==> src/rtl/double_to_fixed_pkg.sv <==
// Shared constants for the binary64 to fixed-point converter.
// Latency: n/a (types and constants only).
// Backpressure: n/a.
// Contents: binary64 field widths and bias, output format and rounding encodings,
// and the decoded-field struct produced by double_unpack.
package double_to_fixed_pkg;

  localparam int EXP_W    = 11;
  localparam int MAN_W    = 52;
  localparam int EXP_BIAS = 1023;

  // FORMAT parameter encodings
  localparam int FMT_SIGN_MAG  = 0;
  localparam int FMT_TWOS_COMP = 1;

  // ROUND parameter encodings
  localparam int RND_TRUNC   = 0;
  localparam int RND_NEAREST = 1;

  localparam logic [EXP_W-1:0] EXP_ALL_ONES = '1;

  typedef struct packed {
    logic             sign;
    logic [EXP_W-1:0] exp;
    logic [MAN_W-1:0] man;
    logic             zero;  // zero or subnormal: treated as magnitude 0
    logic             inf;
    logic             nan;
  } dbl_fields_t;

endpackage

==> src/rtl/double_to_fixed_if.sv <==
// Handshake bundle between a binary64 producer, the converter and a fixed-point consumer.
// Latency: n/a (wiring only).
// Backpressure: carries in_valid/in_ready and out_valid/out_ready pairs.
// Ports: master = producer/consumer side, slave = converter side; sat_cnt is a
// status counter driven by the converter.
interface double_to_fixed_if #(
  parameter int OUT_W = 16
) ();

  logic             in_valid;
  logic             in_ready;
  logic [63:0]      double;
  logic             out_valid;
  logic             out_ready;
  logic [OUT_W-1:0] fixed;
  logic             sat;
  logic             nan;
  logic [15:0]      sat_cnt;

  modport master (
    output in_valid, double, out_ready,
    input  in_ready, out_valid, fixed, sat, nan, sat_cnt
  );

  modport slave (
    input  in_valid, double, out_ready,
    output in_ready, out_valid, fixed, sat, nan, sat_cnt
  );

endinterface

==> src/rtl/double_unpack.sv <==
// Splits a binary64 word into sign/exponent/mantissa and classifies it.
// Latency: combinational.
// Backpressure: none (pure decode).
// Ports: double (64-bit operand) in; fields (dbl_fields_t) out.
module double_unpack
  import double_to_fixed_pkg::*;
(
  input  logic [63:0]  double,
  output dbl_fields_t  fields
);

  always_comb begin
    fields      = '0;
    fields.sign = double[EXP_W+MAN_W];
    fields.exp  = double[EXP_W+MAN_W-1:MAN_W];
    fields.man  = double[MAN_W-1:0];
    fields.zero = (fields.exp == '0);
    fields.inf  = (fields.exp == EXP_ALL_ONES) && (fields.man == '0);
    fields.nan  = (fields.exp == EXP_ALL_ONES) && (fields.man != '0);
  end

endmodule

==> src/rtl/double_to_fixed.sv <==
// Converts IEEE-754 binary64 to OUT_W-bit fixed point with FRAC_W fraction bits.
// Latency: 2 cycles (decode/align, then round/saturate/format); 1 result per cycle.
// Backpressure: in_ready = out_ready | ~out_valid; a stalled output freezes both stages.
// Ports: clk, rst (synchronous, active high); bus (slave modport): in_valid/in_ready/double,
// out_valid/out_ready/fixed/sat/nan, and sat_cnt (saturated results delivered, sticks at 0xFFFF).
module double_to_fixed
  import double_to_fixed_pkg::*;
#(
  parameter int OUT_W  = 16,
  parameter int FRAC_W = 0,
  parameter int FORMAT = FMT_SIGN_MAG,
  parameter int ROUND  = RND_TRUNC
) (
  input logic              clk,
  input logic              rst,
  double_to_fixed_if.slave bus
);

  localparam int SIG_W = MAN_W + 1;
  localparam logic [OUT_W-1:0] MAG_FULL = {1'b0, {(OUT_W-1){1'b1}}};

  typedef struct packed {
    logic             vld;
    logic             sign;
    logic             nan;
    logic             ovf;     // |value| already >= full scale (incl. infinity)
    logic [OUT_W-1:0] mag;     // truncated magnitude in output LSBs
    logic             guard;   // first bit below the LSB
    logic             sticky;  // OR of every bit below the guard bit
  } stage1_t;

  dbl_fields_t f;
  stage1_t     s1_d, s1_q;

  logic                    en;
  logic signed [13:0]      k;
  logic [5:0]              sh;
  logic [SIG_W-1:0]        sig, sig_shr, sig_g, sticky_mask;

  logic                    rnd_up;
  logic [OUT_W-1:0]        mag_r, mag_f;
  logic [OUT_W-1:0]        fixed_d;
  logic                    sat_d, nan_d;

  logic                    out_valid_q;
  logic [OUT_W-1:0]        fixed_q;
  logic                    sat_q, nan_q;
  logic [15:0]             sat_cnt_q;

  logic                    unused_ok;

  assign en = bus.out_ready || !out_valid_q;

  double_unpack u_unpack (
    .double (bus.double),
    .fields (f)
  );

  // Stage 1: place the binary point. The value is sig * 2^(k-52), so the integer
  // part is sig >> (52-k); only 0 <= k <= OUT_W-2 needs the shifter, everything
  // else is either below one LSB or already out of range.
  always_comb begin
    sig         = {1'b1, f.man};
    k           = $signed({3'b000, f.exp}) - $signed(14'(EXP_BIAS)) + $signed(14'(FRAC_W));
    sh          = 6'($signed(14'(MAN_W)) - k);
    sig_shr     = sig >> sh;
    sig_g       = sig >> (sh - 6'd1);
    sticky_mask = (SIG_W'(1) << (sh - 6'd1)) - SIG_W'(1);

    s1_d        = '0;
    s1_d.vld    = bus.in_valid;
    s1_d.sign   = f.sign;
    s1_d.nan    = f.nan;

    if (f.nan || f.zero) begin
      // magnitude stays 0
    end else if (f.inf || (k >= $signed(14'(OUT_W - 1)))) begin
      s1_d.ovf = 1'b1;
    end else if (k >= 14'sd0) begin
      s1_d.mag    = sig_shr[OUT_W-1:0];
      s1_d.guard  = sig_g[0];
      s1_d.sticky = |(sig & sticky_mask);
    end else if (k == -14'sd1) begin
      // value in [0.5, 1): the hidden bit is the guard bit
      s1_d.guard  = 1'b1;
      s1_d.sticky = |f.man;
    end else begin
      // nonzero but below half an LSB: never rounds up
      s1_d.sticky = 1'b1;
    end
  end

  assign unused_ok = &{1'b0, sig_shr[SIG_W-1:OUT_W], sig_g[SIG_W-1:1]};

  // Stage 2: round, clamp, format.
  always_comb begin
    rnd_up  = (ROUND == RND_NEAREST) && s1_q.guard && (s1_q.sticky || s1_q.mag[0]);
    mag_r   = s1_q.mag + OUT_W'(rnd_up);
    // rounding carry into the sign position is an overflow too
    sat_d   = !s1_q.nan && (s1_q.ovf || mag_r[OUT_W-1]);
    nan_d   = s1_q.nan;
    mag_f   = sat_d ? MAG_FULL : mag_r;
    fixed_d = '0;
    if (s1_q.nan || (mag_f == '0)) begin
      fixed_d = '0;  // -0 and tiny negatives come out as +0
    end else if (FORMAT == FMT_SIGN_MAG) begin
      fixed_d = {s1_q.sign, mag_f[OUT_W-2:0]};
    end else begin
      fixed_d = s1_q.sign ? (-mag_f) : mag_f;
    end
  end

  always_ff @(posedge clk) begin
    if (rst) begin
      s1_q        <= '0;
      out_valid_q <= 1'b0;
      fixed_q     <= '0;
      sat_q       <= 1'b0;
      nan_q       <= 1'b0;
      sat_cnt_q   <= '0;
    end else begin
      if (en) begin
        s1_q        <= s1_d;
        out_valid_q <= s1_q.vld;
        if (s1_q.vld) begin
          fixed_q <= fixed_d;
          sat_q   <= sat_d;
          nan_q   <= nan_d;
        end
      end
      if (out_valid_q && bus.out_ready && sat_q && (sat_cnt_q != 16'hFFFF)) begin
        sat_cnt_q <= sat_cnt_q + 16'd1;
      end
    end
  end

  assign bus.in_ready  = en;
  assign bus.out_valid = out_valid_q;
  assign bus.fixed     = fixed_q;
  assign bus.sat       = sat_q;
  assign bus.nan       = nan_q;
  assign bus.sat_cnt   = sat_cnt_q;

endmodule
==> src/flat_wrapper.sv <==
// flat-port wrapper written by rule: the top's interface ports become plain ports
module double_to_fixed_flat import double_to_fixed_pkg::*;
#(
  parameter int OUT_W  = 16,
  parameter int FRAC_W = 0,
  parameter int FORMAT = FMT_SIGN_MAG,
  parameter int ROUND  = RND_TRUNC
)
  (clk, rst, bus_in_valid, bus_double, bus_out_ready, bus_in_ready, bus_out_valid, bus_fixed, bus_sat, bus_nan, bus_sat_cnt);
  double_to_fixed_if #(.OUT_W(OUT_W)) bus_i ();
  input logic clk;
  input logic rst;
  input wire logic [$bits(bus_i.in_valid)-1:0] bus_in_valid;
  input wire logic [$bits(bus_i.double)-1:0] bus_double;
  input wire logic [$bits(bus_i.out_ready)-1:0] bus_out_ready;
  output wire logic [$bits(bus_i.in_ready)-1:0] bus_in_ready;
  output wire logic [$bits(bus_i.out_valid)-1:0] bus_out_valid;
  output wire logic [$bits(bus_i.fixed)-1:0] bus_fixed;
  output wire logic [$bits(bus_i.sat)-1:0] bus_sat;
  output wire logic [$bits(bus_i.nan)-1:0] bus_nan;
  output wire logic [$bits(bus_i.sat_cnt)-1:0] bus_sat_cnt;
  assign bus_i.in_valid = bus_in_valid;
  assign bus_i.double = bus_double;
  assign bus_i.out_ready = bus_out_ready;
  assign bus_in_ready = bus_i.in_ready;
  assign bus_out_valid = bus_i.out_valid;
  assign bus_fixed = bus_i.fixed;
  assign bus_sat = bus_i.sat;
  assign bus_nan = bus_i.nan;
  assign bus_sat_cnt = bus_i.sat_cnt;
  double_to_fixed #(.OUT_W(OUT_W), .FRAC_W(FRAC_W), .FORMAT(FORMAT), .ROUND(ROUND)) u_core (.clk(clk), .rst(rst), .bus(bus_i));
endmodule
==> config.mk <==
export PLATFORM = sky130hd
export DESIGN_NAME = double_to_fixed_flat
export DESIGN_NICKNAME = d
export VERILOG_FILES = /design/src/rtl/double_to_fixed_pkg.sv /design/src/rtl/double_to_fixed_if.sv /design/src/rtl/double_unpack.sv /design/src/rtl/double_to_fixed.sv /design/src/flat_wrapper.sv
export SDC_FILE = /design/constraint.sdc
export NUM_CORES = 1
export LEC_CHECK = 0
export CORE_UTILIZATION = 53
export DETAILED_ROUTE_END_ITERATION = 6
export HOLD_SLACK_MARGIN = 0.12
export PLACE_DENSITY = 0.82
export SYNTH_ARGS = -nofsm -noshare
export SYNTH_HDL_FRONTEND = slang
export SYNTH_SLANG_ARGS = --single-unit
export TNS_END_PERCENT = 5
==> constraint.sdc <==
create_clock -name clk -period 5.1 [get_ports clk]
set_clock_uncertainty 0.2 [all_clocks]
set_input_delay 0.765 -clock clk [delete_from_list [all_inputs] [get_ports clk]]
set_output_delay 0.765 -clock clk [all_outputs]
set_load 0.005 [all_outputs]
==> run_results.csv <==
group,metric,value,unit
power_and_ir_drop,peakVddDrop,0.142,mV
layout,mostFrequentLayoutCell,"clkdlybuf4s50_1",
clock_tree,cts_tree,"built",
synthesis,async_flop_share,0,%
critical_path,cpPeakStageDelay,0.70,ns
critical_path,cp.required,5.10,ns
clock_tree,cts.path.max_buffers,2,
layout,num-nets-final,711,
clock_tree,clkTransAtPathRegs,0.10,ns
global_route,grt_max_degree,57,
floorplan,io_pins,104,
detailed_routing,detail_route.first_pass.iterations,5,
run_status,status,"completed",
timing,slew_headroom,32.6,%
timing,finalMaxSlewViolations,0,
synthesis,synth-edff-count,0,
synthesis,synth_area_leaders,"mux4_2 27%, dfxtp_1 22%, nor2_1 5.2%",
global_route,overflow,0,
clock_tree,cts_num_sinks,55,
synthesis,synth-seq-cells,55,
timing,tightest_slew,1.00,ns
critical_path,path_max_fanout,48,
critical_path,cpMostUsedCell,"mux4_2",
timing,whs,0.260,ns
timing,clock.fmax,0.242,GHz
timing,fin_setup_tns,0,ns
timing,final_hold_viol_count,0,
synthesis,synth_area,5050,sq um
synthesis,synth_nets,635,
critical_path,cp.arrival,4.14,ns
timing,min_period_over_period,81.1,%
detailed_routing,avgRoutedWirePerCell,18.4,microns
placed_design,dp_hpwl,10900,microns
floorplan,die_w,99.6,microns
critical_path,endpoint_kind,"flop",
layout,mostFrequentLayoutCells,"100 x clkdlybuf4s50_1, 70 x nor2_1, 64 x nand2_1, 61 x mux4_2, 55 x dfxtp_1",
power_and_ir_drop,combPwrFrac,41.4,%
run,maxCapViolCount,0,
clock_tree,postCtsSetupBuffers,0,
critical_path,critical_path_class,"in2reg",
floorplan,core,9240,sq um
timing,fin_ws,0.964,ns
synthesis,yosys.area.top_type,"mux4_2",
floorplan,die_area,9920,sq um
critical_path,start_kind,"input pin",
synthesis,syn-mean-instance-area,8.98,sq um
clock_tree,insertion_delay,0.30,ns
critical_path,cp_cell_sequence,"clkdlybuf4s50_1, inv_1, ha_2, buf_4, mux4_2, mux4_2, a21oi_1, nor3_1, a22o_1",
floorplan,core.rowCount,35,
power_and_ir_drop,pwr-share-clk,21.4,%
layout,antenna_cells,0,
detailed_routing,final_antenna_net_count,0,
clock_tree,cts_buffers,5,
global_route,grt_pass1_wl,23300,microns
placed_design,dp_slack,0.662,ns
timing,period_needed,4.14,ns
detailed_routing,viasPerCell,6.59,
placed_design,gp_congestion,0.944,
synthesis,synthFlopType,"dfxtp_1",
global_route,grt_pass1_vias,4807,
detailed_routing,drt_iter0_drc,375,
layout,drive_gt1_share,14.9,%
detailed_routing,num_vias,5059,
clock_tree,root_buffer,"clkbuf_8",
floorplan,die_y,99.6,microns
clock_tree,holdBufCountCts,0,
global_route,antenna_found_initial,0,
power_and_ir_drop,swShare,33.4,%
power_and_ir_drop,power_density,190,nW/um^2
synthesis,synthCells,562,
power_and_ir_drop,internal_power,781,uW
synthesis,yosys_warnings,0,
timing,rsz0062_at_grt,"false",
synthesis,synth-seq-area-share,21.8,%
synthesis,synth_top_area_share,27.2,%
placed_design,dpl.cell_count,760,
global_route,grt_use_total,29.2,%
layout,stdcell_count,768,
synthesis,ys_types,66,
power_and_ir_drop,p_seq_share,37.2,%
clock_tree,cts_resized,0,
layout,syn_to_final_growth,22.4,%
power_and_ir_drop,p_leak,0.00201,uW
floorplan,initial_core_util,54.6,%
timing,setup_viol,0,
detailed_routing,drcViolationCount,0,
clock_tree,htree_levels,2,
critical_path,critical_path.top_delay_family,"buffers and inverters",
critical_path,crit_path_top_delay_cell,"clkdlybuf4s50_1",
detailed_routing,finalWirelength,14100,microns
power_and_ir_drop,p_switching,392,uW
placed_design,port-buffer-count,103,
critical_path,worst-path-buf-inv,3,
hold_path,hold_path_class,"reg2reg",
==> state kept, by name, summed over array words and instances, names as in the netlist <==
register and flops:
u_core.nan_d 1, u_core.bus.sat 1, u_core.bus.nan 1, u_core.bus.sat_cnt 16, u_core.s1_q 19, u_core.bus.fixed 16, u_core.bus.out_valid 1
==> per-layer routing <==
metal	share of wire, %	GRT usage (%)	up-vias	routed length [microns]
met5	0	0	-	0
met1	41	38.8	2393	5810
met4	2.6	10.2	0	370
li1	-	-	2331	-
met2	48	49.3	298	6750
met3	8.6	3.44	37	1210
==> through the flow <==
| stage | power [uW] | area (sq um) | utilization, % |
|---|---|---|---|
| after floorplan | 775 | 5050 | - |
| after global placement | 916 | 6080 | 65.8 |
| after detailed placement | 923 | 6080 | 65.8 |
| after CTS | 1170 | 6180 | 66.9 |
| after global routing | 1230 | 6180 | 66.9 |
| final | 1170 | 6180 | 66.9 |
==> cells in the mapped netlist (6+ instances only) <==
cell      number
o21ai_0       29
nor3_1        14
nand2_1       64
a21oi_1       36
mux4_2        61
nand4_1       12
clkbuf_1      18
a31oi_1        6
dfxtp_1       55
a21o_1        10
mux2i_1        7
o31ai_1        8
nor4_1        19
xor2_1        11
nand3_1       15
xnor2_1        9
buf_2         14
nor2_1        70
==> final cells by class <==
cell class,count,area [sq um]
Timing Repair Buffer,113,1090
Clock inverter,2,16.3
Fill cell,716,3060
Clock buffer,6,82.6
Multi-Input combinational cell,457,3700
Tap cell,129,161
Inverter,6,22.5
Sequential cell,55,1100
==> path summary, 6_finish.rpt <==
kind         cells past startpoint  slack (ns)            startpoint                    to
max                              9        0.96        bus_double[53]       u_core.s1_q[16]
min                              2        0.26  u_core.bus.fixed[14]  u_core.bus.fixed[14]
max reg2reg                      6        2.35       u_core.s1_q[17]   u_core.bus.fixed[2]
min reg2reg                      2        0.26  u_core.bus.fixed[14]  u_core.bus.fixed[14]
==> power groups by stage <==
stage | clock network [uW] | registers (uW) | logic (uW)
after floorplan | 0 | 446 | 329
after global placement | 0 | 447 | 470
after detailed placement | 0 | 447 | 476
after CTS | 255 | 437 | 478
after global routing | 270 | 438 | 520
final | 251 | 437 | 485
==> tightest hold or removal path: stages (launching register included) <==
cell	delay (ns)
dfxtp_1	0.32
nand2_1	0.05
a21oi_1	0.05
==> kinds of logic after synthesis <==
family                     share of synthesized area, %
and+or+nand+nor                                    21.2
AOI/OAI and AO/OA                                  18.4
muxes                                              29.0
DFF                                                21.8
buffers and inverters                              4.88
xor gates and xnor gates                           3.47
adders and majority gates                          1.24
Note: power is estimated with default switching activity, not from simulation.
